**src/rtl/uart_pkg.sv**
```systemverilog
// Shared types and constants for the UART transmit arbiter family.
// UART_ARB_TAG_EN adds the TAG state that sends an ASCII requester-index byte before each packet.
package uart_pkg;

  localparam int         BUSY_WAIT_MAX_DEF = 4;
  localparam logic [7:0] UART_TAG_BASE     = 8'h30;

  typedef enum logic [2:0] {
    ST_IDLE    = 3'd0,
    ST_ISSUE   = 3'd1,
    ST_SEND    = 3'd2,
    ST_WAIT_HI = 3'd3,
`ifdef UART_ARB_TAG_EN
    ST_WAIT_LO = 3'd4,
    ST_TAG     = 3'd5
`else
    ST_WAIT_LO = 3'd4
`endif
  } arb_state_e;

endpackage

```
**src/rtl/uart_tx_arbiter_rr_pick.sv**
```systemverilog
// Combinational round-robin picker: one-hot grant of the first request at or above ptr, with wrap.
module rr_pick #(
  parameter int N  = 4,
  parameter int PW = $clog2(N)
) (
  input  logic [N-1:0]  req,
  input  logic [PW-1:0] ptr,
  output logic [N-1:0]  gnt
);

  logic [N-1:0] rot_s;
  logic [N-1:0] oh_s;

  // Rotate so ptr sits at bit 0, isolate the lowest set bit, rotate back.
  always_comb begin
    rot_s = N'({req, req} >> ptr);
    oh_s  = rot_s & (~rot_s + N'(1));
    gnt   = N'(({oh_s, oh_s} << ptr) >> N);
  end

endmodule

```
**src/rtl/uart_tx_arbiter.sv**
```systemverilog
// Round-robin, packet-locked arbiter sharing one byte-serial UART TX among NUM_REQ requesters.
// Optional macro UART_ARB_TAG_EN: prefix every granted packet with tag byte 8'h30+index.
module uart_tx_arbiter
  import uart_pkg::*;
#(
  parameter int NUM_REQ       = 4,
  parameter int BUSY_WAIT_MAX = BUSY_WAIT_MAX_DEF
) (
  input  logic                 sys_clk_i,
  input  logic                 sys_rst_i,
  input  logic [NUM_REQ-1:0]   req_valid_i,
  input  logic [NUM_REQ-1:0]   req_last_i,
  input  logic [8*NUM_REQ-1:0] req_data_i,
  output logic [NUM_REQ-1:0]   req_ready_o,
  output logic [NUM_REQ-1:0]   grant_o,
  output logic                 uart_wr_o,
  output logic [7:0]           uart_dat_o,
  input  logic                 uart_busy_i,
  output logic                 active_o
);

  localparam int PTR_W = $clog2(NUM_REQ);
  localparam int CNT_W = $clog2(BUSY_WAIT_MAX + 1);

  arb_state_e         state_r, state_nxt_s;
  logic [NUM_REQ-1:0] grant_r, grant_nxt_s, pick_s, ready_s;
  logic [PTR_W-1:0]   ptr_r, ptr_nxt_s, gidx_r, gidx_nxt_s;
  logic [7:0]         dat_r, dat_nxt_s;
  logic               last_r, last_nxt_s;
  logic [CNT_W-1:0]   cnt_r, cnt_nxt_s;
  logic               wr_r, active_r;

  function automatic logic [PTR_W-1:0] onehot_to_idx(input logic [NUM_REQ-1:0] oh);
    logic [PTR_W-1:0] idx;
    idx = '0;
    for (int i = 0; i < NUM_REQ; i++) begin
      if (oh[i]) idx = PTR_W'(i);
    end
    return idx;
  endfunction

  rr_pick #(.N(NUM_REQ), .PW(PTR_W)) u_rr_pick (
    .req (req_valid_i),
    .ptr (ptr_r),
    .gnt (pick_s)
  );

  // Next-state and datapath decisions; the grant stays locked until the last byte clears busy.
  always_comb begin
    state_nxt_s = state_r;
    grant_nxt_s = grant_r;
    gidx_nxt_s  = gidx_r;
    ptr_nxt_s   = ptr_r;
    dat_nxt_s   = dat_r;
    last_nxt_s  = last_r;
    cnt_nxt_s   = cnt_r;
    ready_s     = '0;
    case (state_r)
      ST_IDLE: begin
        if (|req_valid_i) begin
          grant_nxt_s = pick_s;
          gidx_nxt_s  = onehot_to_idx(pick_s);
`ifdef UART_ARB_TAG_EN
          state_nxt_s = ST_TAG;
`else
          state_nxt_s = ST_ISSUE;
`endif
        end else begin
          grant_nxt_s = '0;
        end
      end
`ifdef UART_ARB_TAG_EN
      ST_TAG: begin
        dat_nxt_s   = UART_TAG_BASE + {{(8-PTR_W){1'b0}}, gidx_r};
        last_nxt_s  = 1'b0;
        state_nxt_s = ST_SEND;
      end
`endif
      ST_ISSUE: begin
        if (req_valid_i[gidx_r] && !uart_busy_i) begin
          ready_s     = grant_r;
          dat_nxt_s   = req_data_i[{gidx_r, 3'b000} +: 8];
          last_nxt_s  = req_last_i[gidx_r];
          state_nxt_s = ST_SEND;
        end else begin
          state_nxt_s = ST_ISSUE;
        end
      end
      ST_SEND: begin
        cnt_nxt_s   = '0;
        state_nxt_s = ST_WAIT_HI;
      end
      ST_WAIT_HI: begin
        if (uart_busy_i || (cnt_r == CNT_W'(BUSY_WAIT_MAX - 1))) begin
          cnt_nxt_s   = '0;
          state_nxt_s = ST_WAIT_LO;
        end else begin
          cnt_nxt_s   = cnt_r + CNT_W'(1);
        end
      end
      ST_WAIT_LO: begin
        if (!uart_busy_i) begin
          if (last_r) begin
            ptr_nxt_s   = (gidx_r == PTR_W'(NUM_REQ - 1)) ? '0 : gidx_r + PTR_W'(1);
            grant_nxt_s = '0;
            state_nxt_s = ST_IDLE;
          end else begin
            state_nxt_s = ST_ISSUE;
          end
        end else begin
          state_nxt_s = ST_WAIT_LO;
        end
      end
      default: begin
        grant_nxt_s = '0;
        state_nxt_s = ST_IDLE;
      end
    endcase
  end

  // State register.
  always_ff @(posedge sys_clk_i or posedge sys_rst_i) begin
    if (sys_rst_i) state_r <= ST_IDLE;
    else           state_r <= state_nxt_s;
  end

  // Datapath and registered outputs.
  always_ff @(posedge sys_clk_i or posedge sys_rst_i) begin
    if (sys_rst_i) begin
      grant_r  <= '0;
      gidx_r   <= '0;
      ptr_r    <= '0;
      dat_r    <= 8'h00;
      last_r   <= 1'b0;
      cnt_r    <= '0;
      wr_r     <= 1'b0;
      active_r <= 1'b0;
    end else begin
      grant_r  <= grant_nxt_s;
      gidx_r   <= gidx_nxt_s;
      ptr_r    <= ptr_nxt_s;
      dat_r    <= dat_nxt_s;
      last_r   <= last_nxt_s;
      cnt_r    <= cnt_nxt_s;
      wr_r     <= (state_nxt_s == ST_SEND);
      active_r <= (state_nxt_s != ST_IDLE);
    end
  end

  assign req_ready_o = ready_s;
  assign grant_o     = grant_r;
  assign uart_wr_o   = wr_r;
  assign uart_dat_o  = dat_r;
  assign active_o    = active_r;

endmodule

```
**config.mk**
```make
export PLATFORM = sky130hd
export DESIGN_NAME = uart_tx_arbiter
export DESIGN_NICKNAME = d
export VERILOG_FILES = /design/src/rtl/uart_pkg.sv /design/src/rtl/uart_tx_arbiter_rr_pick.sv /design/src/rtl/uart_tx_arbiter.sv
export SDC_FILE = /design/constraint.sdc
export NUM_CORES = 1
export LEC_CHECK = 0
export CAP_MARGIN = 20
export CORE_UTILIZATION = 31
export CTS_CLUSTER_SIZE = 20
export DETAILED_ROUTE_END_ITERATION = 12
export HOLD_SLACK_MARGIN = 0.02
export PLACE_DENSITY_LB_ADDON = 0.05
export SYNTH_ARGS = -nofsm -noshare
export SYNTH_HDL_FRONTEND = slang
export SYNTH_SLANG_ARGS = --single-unit
```
**constraint.sdc**
```tcl
create_clock -name sys_clk_i -period 2.13 [get_ports sys_clk_i]
set_input_delay 0.426 -clock sys_clk_i [delete_from_list [all_inputs] [get_ports sys_clk_i]]
set_output_delay 0.426 -clock sys_clk_i [all_outputs]
set_load 0.01 [all_outputs]
```
**Yosys cells after proc, flatten, opt, wreduce, memory -nomap -nowiden**

Index checks and enable logic that the tools add are counted.

- Bits of input ports: 43
- Output and inout bits: 18
- Word-level logic and storage cells: 63
- Bits in registers: 25

- Multiplexer cells: 22
- Reduce and logical (&&, ||, !) cells: 12
- Eq/ne operators: 9
- Shifts and indexed selects: 3
- Bitwise operators: 4
- Add/subtract/negate cells: 3
- Magnitude comparators: 1

Operator list:

| operator | count |
|---|---|
| 32-bit by 6-bit indexed part select with 8-bit output | 1 |
| 4-bit 2-to-1 mux | 5 |
| 3-bit case mux with 5 select lines | 1 |
| 3-bit by 2-bit equality test with 1-bit output, second input constant | 4 |
| 3-bit 2-to-1 mux | 4 |
| 4-bit case mux with 3 select lines | 1 |
| 2-bit 2-to-1 mux | 4 |
| 8-bit by 2-bit << shifter with 8-bit output | 1 |
| 8-bit by 2-bit right shift with 4-bit output | 1 |
| 3-bit case mux with 2 select lines | 1 |
| 3-bit AND reduction | 2 |
| 4-bit by 1-bit adder with 4-bit output, second input constant | 1 |
| 4-bit bitwise AND | 1 |
| 1-bit binary-select mux with 2-bit select | 2 |
| 1-bit 2-to-1 mux | 4 |
| 2-bit inequality test, second input constant | 2 |
| 4-bit NOT | 1 |
| 2-bit AND reduction | 2 |
| 4-bit OR reduction | 1 |
| 3-bit by 1-bit adder with 3-bit output, second input constant | 1 |
| 3-bit by 1-bit equality test with 1-bit output, second input constant | 1 |
| 3-bit equality test, second input constant | 1 |
| 3-bit logical NOT | 1 |
| 2-bit by 3-bit less-than comparator with 1-bit output, second input constant | 1 |
| other kinds (9) | 10 |

**Logic depth before layout (Yosys ltp)**

Gate-level depths: netlist of run 1.

- Depth in word-level cells: 8
- Mapped depth: 6

**Modules after synthesis**

A second synthesis of run 1 with hierarchy kept.

- Cells, all modules: 129
- Area, all modules: 1,481.4 µm²

By module, submodules not included:

| module | seq. area each (µm²) | cells each | instances | area each (µm²) |
|---|---|---|---|---|
| uart_tx_arbiter | 625.6 | 113 | 1 | 1,382.6 |
| rr_pick | 0.0 | 16 | 1 | 98.8 |

**Least setup slack after synthesis of run 1**

No wires, ideal clock.

- Path type: register -> register
- From: reg gidx_r[0]
- To: reg last_r
- Stages on the path, launching flop included: 4
- Setup time: 0.125 ns
- Clock period less this slack: 1.626 ns
- Arrival time: 1.501 ns
- Slack: 0.504 ns
- Cell sequence: dfrtp_1 > buf_2 > mux4_2 > mux2_4

- Longest elaborated chain between the ends: 4
- Elaborated cells between the ends (all ways): 6
- Those cells by class: 4 x mux; 2 x reduce/logical

Ends and longest elaborated chain:

| what | RTL line | RTL |
|---|---|---|
| start: declaration | uart_tx_arbiter.sv:27 | `logic [PTR_W-1:0] ptr_r, ptr_nxt_s, gidx_r, gidx_nxt_s;` |
| start signal: assignment | uart_tx_arbiter.sv:140 | `gidx_r <= gidx_nxt_s;` |
| 1-bit binary-select mux with 2-bit select | uart_tx_arbiter.sv:80 | `if (req_valid_i[gidx_r] && !uart_busy_i) begin` |
| 1-bit 2-to-1 mux (not written as such) | uart_tx_arbiter.sv:80 |  |
| 1-bit logical AND | uart_tx_arbiter.sv:80 |  |
| 2-bit AND reduction (no source line) | n/a |  |
| end signal: assignment | uart_tx_arbiter.sv:143 | `last_r <= last_nxt_s;` |
| end: declaration | uart_tx_arbiter.sv:29 | `logic last_r, last_nxt_s;` |

Parallel ways exist; a longest one is shown, timed or not. The select of a mux whose other input is x is not followed.
A chain may end at the register's enable or synchronous reset.

**Worst setup path after layout of run 1**

- From: in req_valid_i[3]
- To: out req_ready_o[3]

- Longest elaborated chain between the ends: 5

Ends and longest elaborated chain:

| what | RTL line | RTL |
|---|---|---|
| start: declaration | uart_tx_arbiter.sv:11 | `input logic [NUM_REQ-1:0] req_valid_i,` |
| 1-bit binary-select mux with 2-bit select | uart_tx_arbiter.sv:80 |  |
| 1-bit 2-to-1 mux (not written as such) | uart_tx_arbiter.sv:80 |  |
| 1-bit logical AND | uart_tx_arbiter.sv:80 |  |
| 4-bit 2-to-1 mux | uart_tx_arbiter.sv:80 |  |
| 4-bit 2-to-1 mux | uart_tx_arbiter.sv:58 | `case (state_r)` |
| end: declaration | uart_tx_arbiter.sv:14 | `output logic [NUM_REQ-1:0] req_ready_o,` |

No other way between the ends. The select of a mux whose other input is x is not followed.

==> flow_summary.html, run 1 <==
<table>
<tr><th>Metric</th><th>Value</th></tr>
<tr><th colspan="2">Outcome</th></tr>
<tr><td>Status</td><td>complete, no violations</td></tr>
<tr><th colspan="2">Critical path</th></tr>
<tr><td>Critical path's slowest cell</td><td>sky130_fd_sc_hd__clkdlybuf4s50_1</td></tr>
<tr><td>R2r setup slk</td><td>0.39 ns</td></tr>
<tr><td>Biggest cell delay along the critical path</td><td>0.42 ns</td></tr>
<tr><td>Worst setup endpoint</td><td>req_ready_o[3]</td></tr>
<tr><td>Data arrival time of the worst path</td><td>1.60 ns</td></tr>
<tr><td>Data required time at the worst endpoint</td><td>1.70 ns</td></tr>
<tr><td>FF-to-FF path depth</td><td>7</td></tr>
<tr><td>Worst setup startpoint</td><td>req_valid_i[3]</td></tr>
<tr><td>Type of destination of the critical path</td><td>primary output</td></tr>
<tr><td>Maximum fanout along the worst path</td><td>4</td></tr>
<tr><td>Worst reg2reg path startpoint</td><td>gidx_r[0]$_DFFE_PP0P_</td></tr>
<tr><td>Critical path cell sequence</td><td>clkdlybuf4s50_1 &gt; mux2i_1 &gt; o22ai_2 &gt; buf_4 &gt; and3_1 &gt; buf_2</td></tr>
<tr><td>CP startpoint kind</td><td>input pin</td></tr>
<tr><td>Type of the worst setup path</td><td>in2out</td></tr>
<tr><td>Reg-to-Reg End</td><td>uart_dat_o[6]$_DFFE_PP0P_</td></tr>
<tr><th colspan="2">STA</th></tr>
<tr><td>Tightest slew margin relative to the limit</td><td>0.5295</td></tr>
<tr><td>WHS</td><td>0.4869 ns</td></tr>
<tr><td>Final worst path period share</td><td>0.9518</td></tr>
<tr><td>Post-route setup TNS</td><td>0 ns</td></tr>
<tr><td># setup viols final</td><td>0</td></tr>
<tr><td>Maximum clock skew at final layout</td><td>0.01466 ns</td></tr>
<tr><td>Clock period minus final worst setup slack</td><td>2.027 ns</td></tr>
<tr><td>Slew Limit Fails</td><td>0</td></tr>
<tr><td>Setup repair after global routing missed its margin</td><td>false</td></tr>
<tr><td>Actual transition at the worst max-transition pin</td><td>0.6999 ns</td></tr>
<tr><td>Hold violation total from the final report</td><td>0</td></tr>
<tr><td>Top achievable clock speed</td><td>0.4933 GHz</td></tr>
<tr><th colspan="2">Clock network</th></tr>
<tr><td>Clock transition time at the flip-flop clock pins of the worst setup and hold paths</td><td>0.10 ns</td></tr>
<tr><td>CTS H-tree depth</td><td>1</td></tr>
<tr><td>CTS tree</td><td>done</td></tr>
<tr><td>Hold-fix buffer count after cts</td><td>0</td></tr>
<tr><td>Root buffer cell</td><td>sky130_fd_sc_hd__clkbuf_8</td></tr>
<tr><td>Latest clock arrival within the worst-skew pair</td><td>0.28 ns</td></tr>
<tr><td>Total clock buffers created by CTS</td><td>3</td></tr>
<tr><td>Count of clock tree sinks</td><td>25</td></tr>
<tr><td>Number of buffers between clock root and the deepest sink</td><td>2</td></tr>
<tr><th colspan="2">Floorplan</th></tr>
<tr><td>Top-level I/O count</td><td>61</td></tr>
<tr><td>Initial Utilization</td><td>0.3303</td></tr>
<tr><td>Die Footprint</td><td>0.005047 mm^2</td></tr>
<tr><td>Placeable core region</td><td>0.004474 mm^2</td></tr>
<tr><td>Horiz. Die Dim</td><td>71.04 um</td></tr>
<tr><td>Die Y-Extent</td><td>71.04 um</td></tr>
<tr><td>Number of placement rows</td><td>24</td></tr>
<tr><th colspan="2">Logic synthesis</th></tr>
<tr><td>Fraction of the yosys area taken by sequential cells</td><td>0.4234</td></tr>
<tr><td>Number of nets produced by synthesis</td><td>170</td></tr>
<tr><td>Average size of a mapped cell</td><td>11.92 um^2</td></tr>
<tr><td>Number of enable-type register cells in the synthesized netlist</td><td>0</td></tr>
<tr><td>Post-synthesis instance area</td><td>0.001478 mm^2</td></tr>
<tr><td>Post-synthesis cell type count</td><td>40</td></tr>
<tr><td>Syn Inst Count</td><td>124</td></tr>
<tr><td>Share of flip-flops with an asynchronous set or reset after synthesis</td><td>1.000</td></tr>
<tr><td>Flip-flop cell with the highest count after synthesis</td><td>sky130_fd_sc_hd__dfrtp_1</td></tr>
<tr><td>Synthesis-stage register bit count</td><td>25</td></tr>
<tr><td>Count of synthesis-stage warnings from yosys</td><td>0</td></tr>
<tr><th colspan="2">Global route</th></tr>
<tr><td>Number of antenna violations at the first check in global routing</td><td>0</td></tr>
<tr><td>Vias in the first global route</td><td>1288</td></tr>
<tr><td>Pin count of the biggest net entering global routing</td><td>26</td></tr>
<tr><td>Overflow after GRT</td><td>0</td></tr>
<tr><td>First-pass GRT wire length</td><td>6.037 mm</td></tr>
<tr><td>Global routing usage summed across all routing layers</td><td>0.1536</td></tr>
<tr><th colspan="2">Placement</th></tr>
<tr><td>IO buf count</td><td>60</td></tr>
<tr><td>Total placed cells including tap cells</td><td>244</td></tr>
<tr><td>Final HPWL from detailed placement</td><td>2.811 mm</td></tr>
<tr><td>Final weighted congestion in routability-driven placement</td><td>0.7850</td></tr>
<tr><th colspan="2">Route</th></tr>
<tr><td>Number of remaining DRC errors</td><td>0</td></tr>
<tr><td>Number of vias per cell after detailed routing</td><td>5.048</td></tr>
<tr><td>Routed length per instance</td><td>14.59 um</td></tr>
<tr><td>Total number of vias</td><td>1262</td></tr>
<tr><td>Routed Antenna Nets</td><td>0</td></tr>
<tr><td>WL final</td><td>3.647 mm</td></tr>
<tr><td>Number of DRC violations after detailed-routing iteration 0</td><td>60</td></tr>
<tr><td>Number of detailed-routing iterations run before antenna repair</td><td>6</td></tr>
<tr><th colspan="2">Run</th></tr>
<tr><td>Max Cap Violations</td><td>0</td></tr>
<tr><th colspan="2">Power and ir drop</th></tr>
<tr><td>Switching component of the power</td><td>898.3 uW</td></tr>
<tr><td>Portion of total power attributed to combinational logic</td><td>0.575</td></tr>
<tr><td>Pwr Density</td><td>1141 mW/mm^2</td></tr>
<tr><td>Total internal power</td><td>1689 uW</td></tr>
<tr><td>Sw Ratio</td><td>0.3472</td></tr>
<tr><td>Sequential power share</td><td>0.313</td></tr>
<tr><td>Clock power share</td><td>0.113</td></tr>
<tr><td>Worst-case vdd ir drop</td><td>482.4 uV</td></tr>
<tr><td>Leakage Power</td><td>0.0009967 uW</td></tr>
<tr><th colspan="2">Finish</th></tr>
<tr><td>Post-route insts no fill</td><td>250</td></tr>
<tr><td>Area grow syn2layout</td><td>53.43%</td></tr>
<tr><td>Most common cell after layout, fill and taps aside</td><td>sky130_fd_sc_hd__clkdlybuf4s50_1</td></tr>
<tr><td>Final-layout fill cell count</td><td>400</td></tr>
<tr><td>Fraction of final layout cells with drive strength greater than 1</td><td>0.2424</td></tr>
<tr><td>Top library cells by usage in the layout, fill and taps aside</td><td>sky130_fd_sc_hd__clkdlybuf4s50_1, sky130_fd_sc_hd__dfrtp_1, sky130_fd_sc_hd__buf_4</td></tr>
<tr><td>Final-stage net count</td><td>245</td></tr>
<tr><td>Utilization after layout</td><td>0.5067</td></tr>
<tr><td>Number of diodes added for antenna fixing</td><td>0</td></tr>
<tr><th colspan="2">Min path</th></tr>
<tr><td>Worst hold path class</td><td>reg2reg</td></tr>
</table>
-- power by group through the flow --
stage / logic (uW) / clock network [uW] / registers (uW)
2_1_floorplan: 854 / 0 / 860
3_3_place_gp: 1470 / 0 / 812
3_5_place_dp: 1490 / 0 / 818
4_1_cts: 1520 / 305 / 811
5_1_grt: 1620 / 325 / 838
6_report: 1490 / 291 / 809
-- through the flow --
| step | instance area, um^2 | total power (uW) | setup WS [ns] |
|---|---|---|---|
| 2_1_floorplan | 1478 | 1714 | 0.5037 |
| 3_3_place_gp | 2225 | 2285 | -0.2876 |
| 3_5_place_dp | 2225 | 2311 | -0.3153 |
| 4_1_cts | 2290 | 2632 | 0.007091 |
| 5_1_grt | 2267 | 2788 | 0.03380 |
| 6_report | 2267 | 2587 | 0.1027 |
-- state kept, by name, indices dropped and copies added (netlist names) --
| name | count |
|---|---|
| uart_dat_o | 8 |
| grant_o | 4 |
| cnt_r | 3 |
| state_r | 3 |
| gidx_r | 2 |
| ptr_r | 2 |
| active_o | 1 |
| last_r | 1 |
| uart_wr_o | 1 |
-- metal layers --
metal,wire length [um],GRT usage
met5,0,0
met4,17,0.02667
met3,161,0.04416
met2,1897,0.2692
met1,1572,0.1909
-- logic make-up after synthesis --
group,count (synthesis),synth area share
buffers and inverters,9,0.02963
DFF,25,0.4234
and+or+nand+nor,38,0.1380
muxes,21,0.2472
adders and majority gates,3,0.02540
AOI/OAI and AO/OA,28,0.1363
-- final cells by class --
| cell class | instances | area [um^2] | share of cell area |
|---|---|---|---|
| Tap cell | 52 | 65.06 | 0.02870 |
| Multi-Input combinational cell | 90 | 808.3 | 0.3565 |
| Inverter | 4 | 15.01 | 0.006623 |
| Timing Repair Buffer | 75 | 704.4 | 0.3107 |
| Clock buffer | 3 | 41.29 | 0.01821 |
| Clock inverter | 1 | 7.507 | 0.003311 |
| Sequential cell | 25 | 625.6 | 0.2759 |
-- cell usage after synthesis, types with 2 or more instances --
cell                       instances  area (um^2)
sky130_fd_sc_hd__dfrtp_1          25        625.6
sky130_fd_sc_hd__nand2_1          10        37.54
sky130_fd_sc_hd__mux4_2            9        202.7
sky130_fd_sc_hd__mux2_4            8        120.1
sky130_fd_sc_hd__o21ai_0           6        30.03
sky130_fd_sc_hd__nand2b_1          5        31.28
sky130_fd_sc_hd__and3_1            4        25.02
sky130_fd_sc_hd__nor2_1            4        15.01
sky130_fd_sc_hd__nor2b_1           4        25.02
sky130_fd_sc_hd__o31ai_1           4        30.03
sky130_fd_sc_hd__ha_1              3        37.54
sky130_fd_sc_hd__inv_1             3        11.26
sky130_fd_sc_hd__nand3_1           3        15.01
sky130_fd_sc_hd__nor3_1            3        15.01
sky130_fd_sc_hd__a21oi_1           2        10.01
sky130_fd_sc_hd__buf_2             2        10.01
sky130_fd_sc_hd__clkbuf_1          2        7.510
sky130_fd_sc_hd__mux2_2            2        22.52
sky130_fd_sc_hd__mux2i_1           2        20.02
sky130_fd_sc_hd__o211ai_1          2        15.01
sky130_fd_sc_hd__o22ai_1           2        12.51
-- repair_timing --
| item | in CTS | in global routing |
|---|---|---|
| pin swaps | 1 | 0 |
| endpoints found under the setup margin | 4 | 4 |
| gates resized for setup | 11 | 4 |
| setup buffers | 2 | 0 |
-- worst min path at each step --
stage | endpoint | cells after the start | startpoint | slack, ns
after detailed placement | cnt_r[2]$_DFFE_PP0P_ | 2 | cnt_r[2]$_DFFE_PP0P_ | 0.47
after global routing | cnt_r[2]$_DFFE_PP0P_ | 2 | cnt_r[2]$_DFFE_PP0P_ | 0.52
after CTS | cnt_r[2]$_DFFE_PP0P_ | 2 | cnt_r[2]$_DFFE_PP0P_ | 0.49
after global placement | cnt_r[2]$_DFFE_PP0P_ | 2 | cnt_r[2]$_DFFE_PP0P_ | 0.46
after floorplan | active_o$_DFF_PP0_ | 1 | sys_rst_i | 0.45
final | cnt_r[2]$_DFFE_PP0P_ | 2 | cnt_r[2]$_DFFE_PP0P_ | 0.49
-- worst max-delay path: cells and delay by family --
kind,cells,cell delay [ns]
AOI/OAI and AO/OA,1,0.11
and+or+nand+nor,1,0.15
buffers and inverters,3,0.70
muxes,1,0.21
Note: power is estimated with default switching activity, not from simulation.
==> inputs of run 2 (changes only) <==
--- a/config.mk
+++ b/config.mk
@@ -5,10 +5,10 @@
 export SDC_FILE = /design/constraint.sdc
 export NUM_CORES = 1
 export LEC_CHECK = 0
-export CAP_MARGIN = 20
 export CORE_UTILIZATION = 31
 export CTS_CLUSTER_SIZE = 20
 export DETAILED_ROUTE_END_ITERATION = 12
+export GPL_TIMING_DRIVEN = 0
 export HOLD_SLACK_MARGIN = 0.02
 export PLACE_DENSITY_LB_ADDON = 0.05
 export SYNTH_ARGS = -nofsm -noshare
==> run 2 against run 1 <==
The run now ends with design-rule violations left; register-to-register slack worse by 0.06 ns; die area unchanged; global-route usage about the same; combinational power about the same; via count down 1.2%; worst hold slack worse by 0.0014 ns; power up 2.3%; critical endpoint is now req_ready_o[0]; largest cell class unchanged; largest power group unchanged; highest routed layer unchanged.
==> flow_summary.html, run 2 (synthesized netlist as in run 1, its figures left out) <==
<table>
<tr><th>Metric</th><th>Value</th></tr>
<tr><th colspan="2">Clock network</th></tr>
<tr><td>Clock transition time at the flip-flop clock pins of the worst setup and hold paths</td><td>0.09 ns (about the same)</td></tr>
<tr><td>CTS H-tree depth</td><td>1 (unchanged)</td></tr>
<tr><td>Total clock buffers created by CTS</td><td>3 (unchanged)</td></tr>
<tr><td>Number of buffers between clock root and the deepest sink</td><td>2 (unchanged)</td></tr>
<tr><td>Hold-fix buffer count after cts</td><td>0 (unchanged)</td></tr>
<tr><td>Count of clock tree sinks</td><td>25 (unchanged)</td></tr>
<tr><td>Latest clock arrival within the worst-skew pair</td><td>0.27 ns (about the same)</td></tr>
<tr><td>Root buffer cell</td><td>sky130_fd_sc_hd__clkbuf_8</td></tr>
<tr><td>CTS tree</td><td>done</td></tr>
<tr><th colspan="2">Finish</th></tr>
<tr><td>Final std cell area, no fill</td><td>0.002251 mm^2 (-0.72%)</td></tr>
<tr><td>Post-route insts no fill</td><td>246 (-1.6%)</td></tr>
<tr><td>Number of diodes added for antenna fixing</td><td>0 (unchanged)</td></tr>
<tr><td>Flip-flop count of the largest register, all copies and words added</td><td>8 (unchanged)</td></tr>
<tr><td>Final-stage net count</td><td>241 (-1.6%)</td></tr>
<tr><td>Area grow syn2layout</td><td>52.33%</td></tr>
<tr><td>Most common cell after layout, fill and taps aside</td><td>sky130_fd_sc_hd__clkdlybuf4s50_1</td></tr>
<tr><td>Fraction of final layout cells with drive strength greater than 1</td><td>0.2216 (-0.02077)</td></tr>
<tr><td>Top library cells by usage in the layout, fill and taps aside</td><td>sky130_fd_sc_hd__clkdlybuf4s50_1, sky130_fd_sc_hd__dfrtp_1, sky130_fd_sc_hd__nand2_1</td></tr>
<tr><th colspan="2">Global route</th></tr>
<tr><td>Number of antenna violations at the first check in global routing</td><td>0 (unchanged)</td></tr>
<tr><td>Overflow after GRT</td><td>0 (unchanged)</td></tr>
<tr><td>Global routing usage summed across all routing layers</td><td>0.1532 (-0.0003975)</td></tr>
<tr><td>First-pass GRT wire length</td><td>6.023 mm (-0.23%)</td></tr>
<tr><td>Pin count of the biggest net entering global routing</td><td>26 (unchanged)</td></tr>
<tr><td>Vias in the first global route</td><td>1249 (-3.0%)</td></tr>
<tr><th colspan="2">STA</th></tr>
<tr><td># setup viols final</td><td>0 (unchanged)</td></tr>
<tr><td>Setup repair after global routing missed its margin</td><td>true</td></tr>
<tr><td>Final worst path period share</td><td>0.9807 (+0.02893)</td></tr>
<tr><td>Maximum clock skew at final layout</td><td>0.005817 ns (-0.008846 ns)</td></tr>
<tr><td>Post-route setup TNS</td><td>0 ns (unchanged)</td></tr>
<tr><td>Hold violation total from the final report</td><td>0 (unchanged)</td></tr>
<tr><td>Top achievable clock speed</td><td>0.4787 GHz (-2.9%)</td></tr>
<tr><td>Slew Limit Fails</td><td>0 (unchanged)</td></tr>
<tr><td>Actual transition at the worst max-transition pin</td><td>1.017 ns (+0.3169 ns)</td></tr>
<tr><td>WHS</td><td>0.4855 ns (-0.001357 ns)</td></tr>
<tr><td>Clock period minus final worst setup slack</td><td>2.089 ns (+0.06161 ns)</td></tr>
<tr><td>Tightest slew margin relative to the limit</td><td>0.3214 (-0.2082)</td></tr>
<tr><th colspan="2">Placement</th></tr>
<tr><td>Total placed cells including tap cells</td><td>236 (-3.3%)</td></tr>
<tr><td>IO buf count</td><td>60 (unchanged)</td></tr>
<tr><td>Final weighted congestion in routability-driven placement</td><td>0.8230 (+4.8%)</td></tr>
<tr><td>Final HPWL from detailed placement</td><td>2.712 mm (-3.5%)</td></tr>
<tr><td>Area after detailed placement</td><td>0.002143 mm^2 (-3.7%)</td></tr>
<tr><th colspan="2">Floorplan</th></tr>
<tr><td>Initial Utilization</td><td>0.3303 (unchanged)</td></tr>
<tr><td>Placeable core region</td><td>0.004474 mm^2 (unchanged)</td></tr>
<tr><td>Die Footprint</td><td>0.005047 mm^2 (unchanged)</td></tr>
<tr><td>Die Y-Extent</td><td>71.04 um (unchanged)</td></tr>
<tr><td>Top-level I/O count</td><td>61 (unchanged)</td></tr>
<tr><td>Number of placement rows</td><td>24 (unchanged)</td></tr>
<tr><td>Horiz. Die Dim</td><td>71.04 um (unchanged)</td></tr>
<tr><th colspan="2">Route</th></tr>
<tr><td>Number of DRC violations after detailed-routing iteration 0</td><td>57 (-5.0%)</td></tr>
<tr><td>Total number of vias</td><td>1247 (-1.2%)</td></tr>
<tr><td>Number of vias per cell after detailed routing</td><td>5.069 (+0.42%)</td></tr>
<tr><td>Number of remaining DRC errors</td><td>2 (+2)</td></tr>
<tr><td>Routed Antenna Nets</td><td>0 (unchanged)</td></tr>
<tr><td>Routed length per instance</td><td>14.91 um (+2.2%)</td></tr>
<tr><td>WL final</td><td>3.669 mm (+0.60%)</td></tr>
<tr><td>Number of detailed-routing iterations run before antenna repair</td><td>8 (+2)</td></tr>
<tr><th colspan="2">Critical path</th></tr>
<tr><td>Worst reg2reg path startpoint</td><td>gidx_r[0]$_DFFE_PP0P_</td></tr>
<tr><td>Data required time at the worst endpoint</td><td>1.70 ns (about the same)</td></tr>
<tr><td>Data arrival time of the worst path</td><td>1.66 ns (+0.06 ns)</td></tr>
<tr><td>Type of destination of the critical path</td><td>primary output</td></tr>
<tr><td>Maximum fanout along the worst path</td><td>7 (+3)</td></tr>
<tr><td>Worst setup startpoint</td><td>uart_busy_i</td></tr>
<tr><td>CP startpoint kind</td><td>input pin</td></tr>
<tr><td>Type of the worst setup path</td><td>in2out</td></tr>
<tr><th colspan="2">Power and ir drop</th></tr>
<tr><td>Worst-case vdd ir drop</td><td>566.2 uV (+17%)</td></tr>
<tr><td>Leakage Power</td><td>0.0009740 uW (-2.3%)</td></tr>
<tr><td>Pwr Density</td><td>1176 mW/mm^2 (+3.1%)</td></tr>
<tr><td>Post-layout total power</td><td>2647 uW (+2.3%)</td></tr>
<tr><th colspan="2">Outcome</th></tr>
<tr><td>Violated checks</td><td>design-rule violations</td></tr>
<tr><td>Status</td><td>complete, but fails checks</td></tr>
<tr><th colspan="2">Min path</th></tr>
<tr><td>Worst hold start</td><td>cnt_r[2]$_DFFE_PP0P_</td></tr>
<tr><td>Worst hold path class</td><td>reg2reg</td></tr>
<tr><th colspan="2">Run</th></tr>
<tr><td>Max Cap Violations</td><td>0 (unchanged)</td></tr>
</table>
[run 2: cell types whose count changed in the layout (fill, tap and decap cells not counted), sizes merged]
cell	before	now
buf	17	9
clkdlybuf4s15	0	1
clkinvlp	1	0
dlygate4sd2	1	7
clkdlybuf4s50	55	51
clkbuf	5	7
[run 2: path summary, 6_finish.rpt]
kind | end | slack [ns] | cells after the start
max | req_ready_o[0] | 0.04 | 6
min in group asynchronous | uart_wr_o$_DFF_PP0_ | 0.70 | 2
min | cnt_r[2]$_DFFE_PP0P_ | 0.49 | 2
max in group asynchronous | gidx_r[0]$_DFFE_PP0P_ | 0.74 | 2
min reg2reg | cnt_r[2]$_DFFE_PP0P_ | 0.49 | 2
max reg2reg | uart_dat_o[3]$_DFFE_PP0P_ | 0.33 | 4
[run 2: layout make-up]
cell class / count / area, um^2
Fill cell: 409 / 2223
Clock buffer: 4 / 45.04
Multi-Input combinational cell: 90 / 838.3
Tap cell: 52 / 65.06
Sequential cell: 25 / 626.9
Timing Repair Buffer: 66 / 631.9
Inverter: 4 / 15.01
Buffer: 5 / 28.78
[run 2: repair_timing]
item,in CTS,in global routing
resized for setup,16,3
buffers inserted,4,2
pin swaps,2,2
setup endpoints to repair,4,2
[run 2: worst max-delay path: stages]
cell,delay [ns]
sky130_fd_sc_hd__dlygate4sd2_1,0.30
sky130_fd_sc_hd__or2_1,0.28
sky130_fd_sc_hd__o22ai_4,0.14
sky130_fd_sc_hd__buf_4,0.15
sky130_fd_sc_hd__and3_1,0.14
sky130_fd_sc_hd__clkdlybuf4s15_1,0.23
[run 2: metal layers]
layer | vias up | wire (um) | global-route usage
met3 | 2 | 150 | 0.03276
met4 | 0 | 17 | 0.03333
met1 | 608 | 1633 | 0.1969
li1 | 605 | - | -
met5 | - | 0 | 0
met2 | 32 | 1868 | 0.2660
[run 2: power breakdown]
group / total [uW] / switching, uW / internal [uW]
combinational: 1520 / 616 / 905
clock: 291 / 157 / 134
sequential: 836 / 162 / 674
total: 2650 / 935 / 1710
[run 2: metrics by stage]
stage	worst slack, ns	utilization
3_5_place_dp	-0.4929	0.4790
3_3_place_gp	-0.5056	0.4790
6_report	0.04113	0.5031
2_1_floorplan	0.5037	-
4_1_cts	-0.009812	0.5003
5_1_grt	-0.01692	0.5031
==> inputs of run 3 (changes only) <==
==> constraint.sdc (replaced) <==
create_clock -name sys_clk_i -period 2.1 [get_ports sys_clk_i]
set_input_delay 0.42 -clock sys_clk_i [delete_from_list [all_inputs] [get_ports sys_clk_i]]
set_output_delay 0.42 -clock sys_clk_i [all_outputs]
set_load 0.01 [all_outputs]
==> results of run 3 <==
Same layout as run 2 (identical final DEF). Status: complete, but fails checks: design-rule violations.
Main changes from that run: setup slack after placement -0.4929 ns -> -0.5109 ns; setup slack after layout 0.04113 ns -> 0.02313 ns; register-to-register setup slack 0.33 ns -> 0.30 ns; total power 2647 uW -> 2685 uW; worst IR drop on VDD 566.2 uV -> 574.3 uV
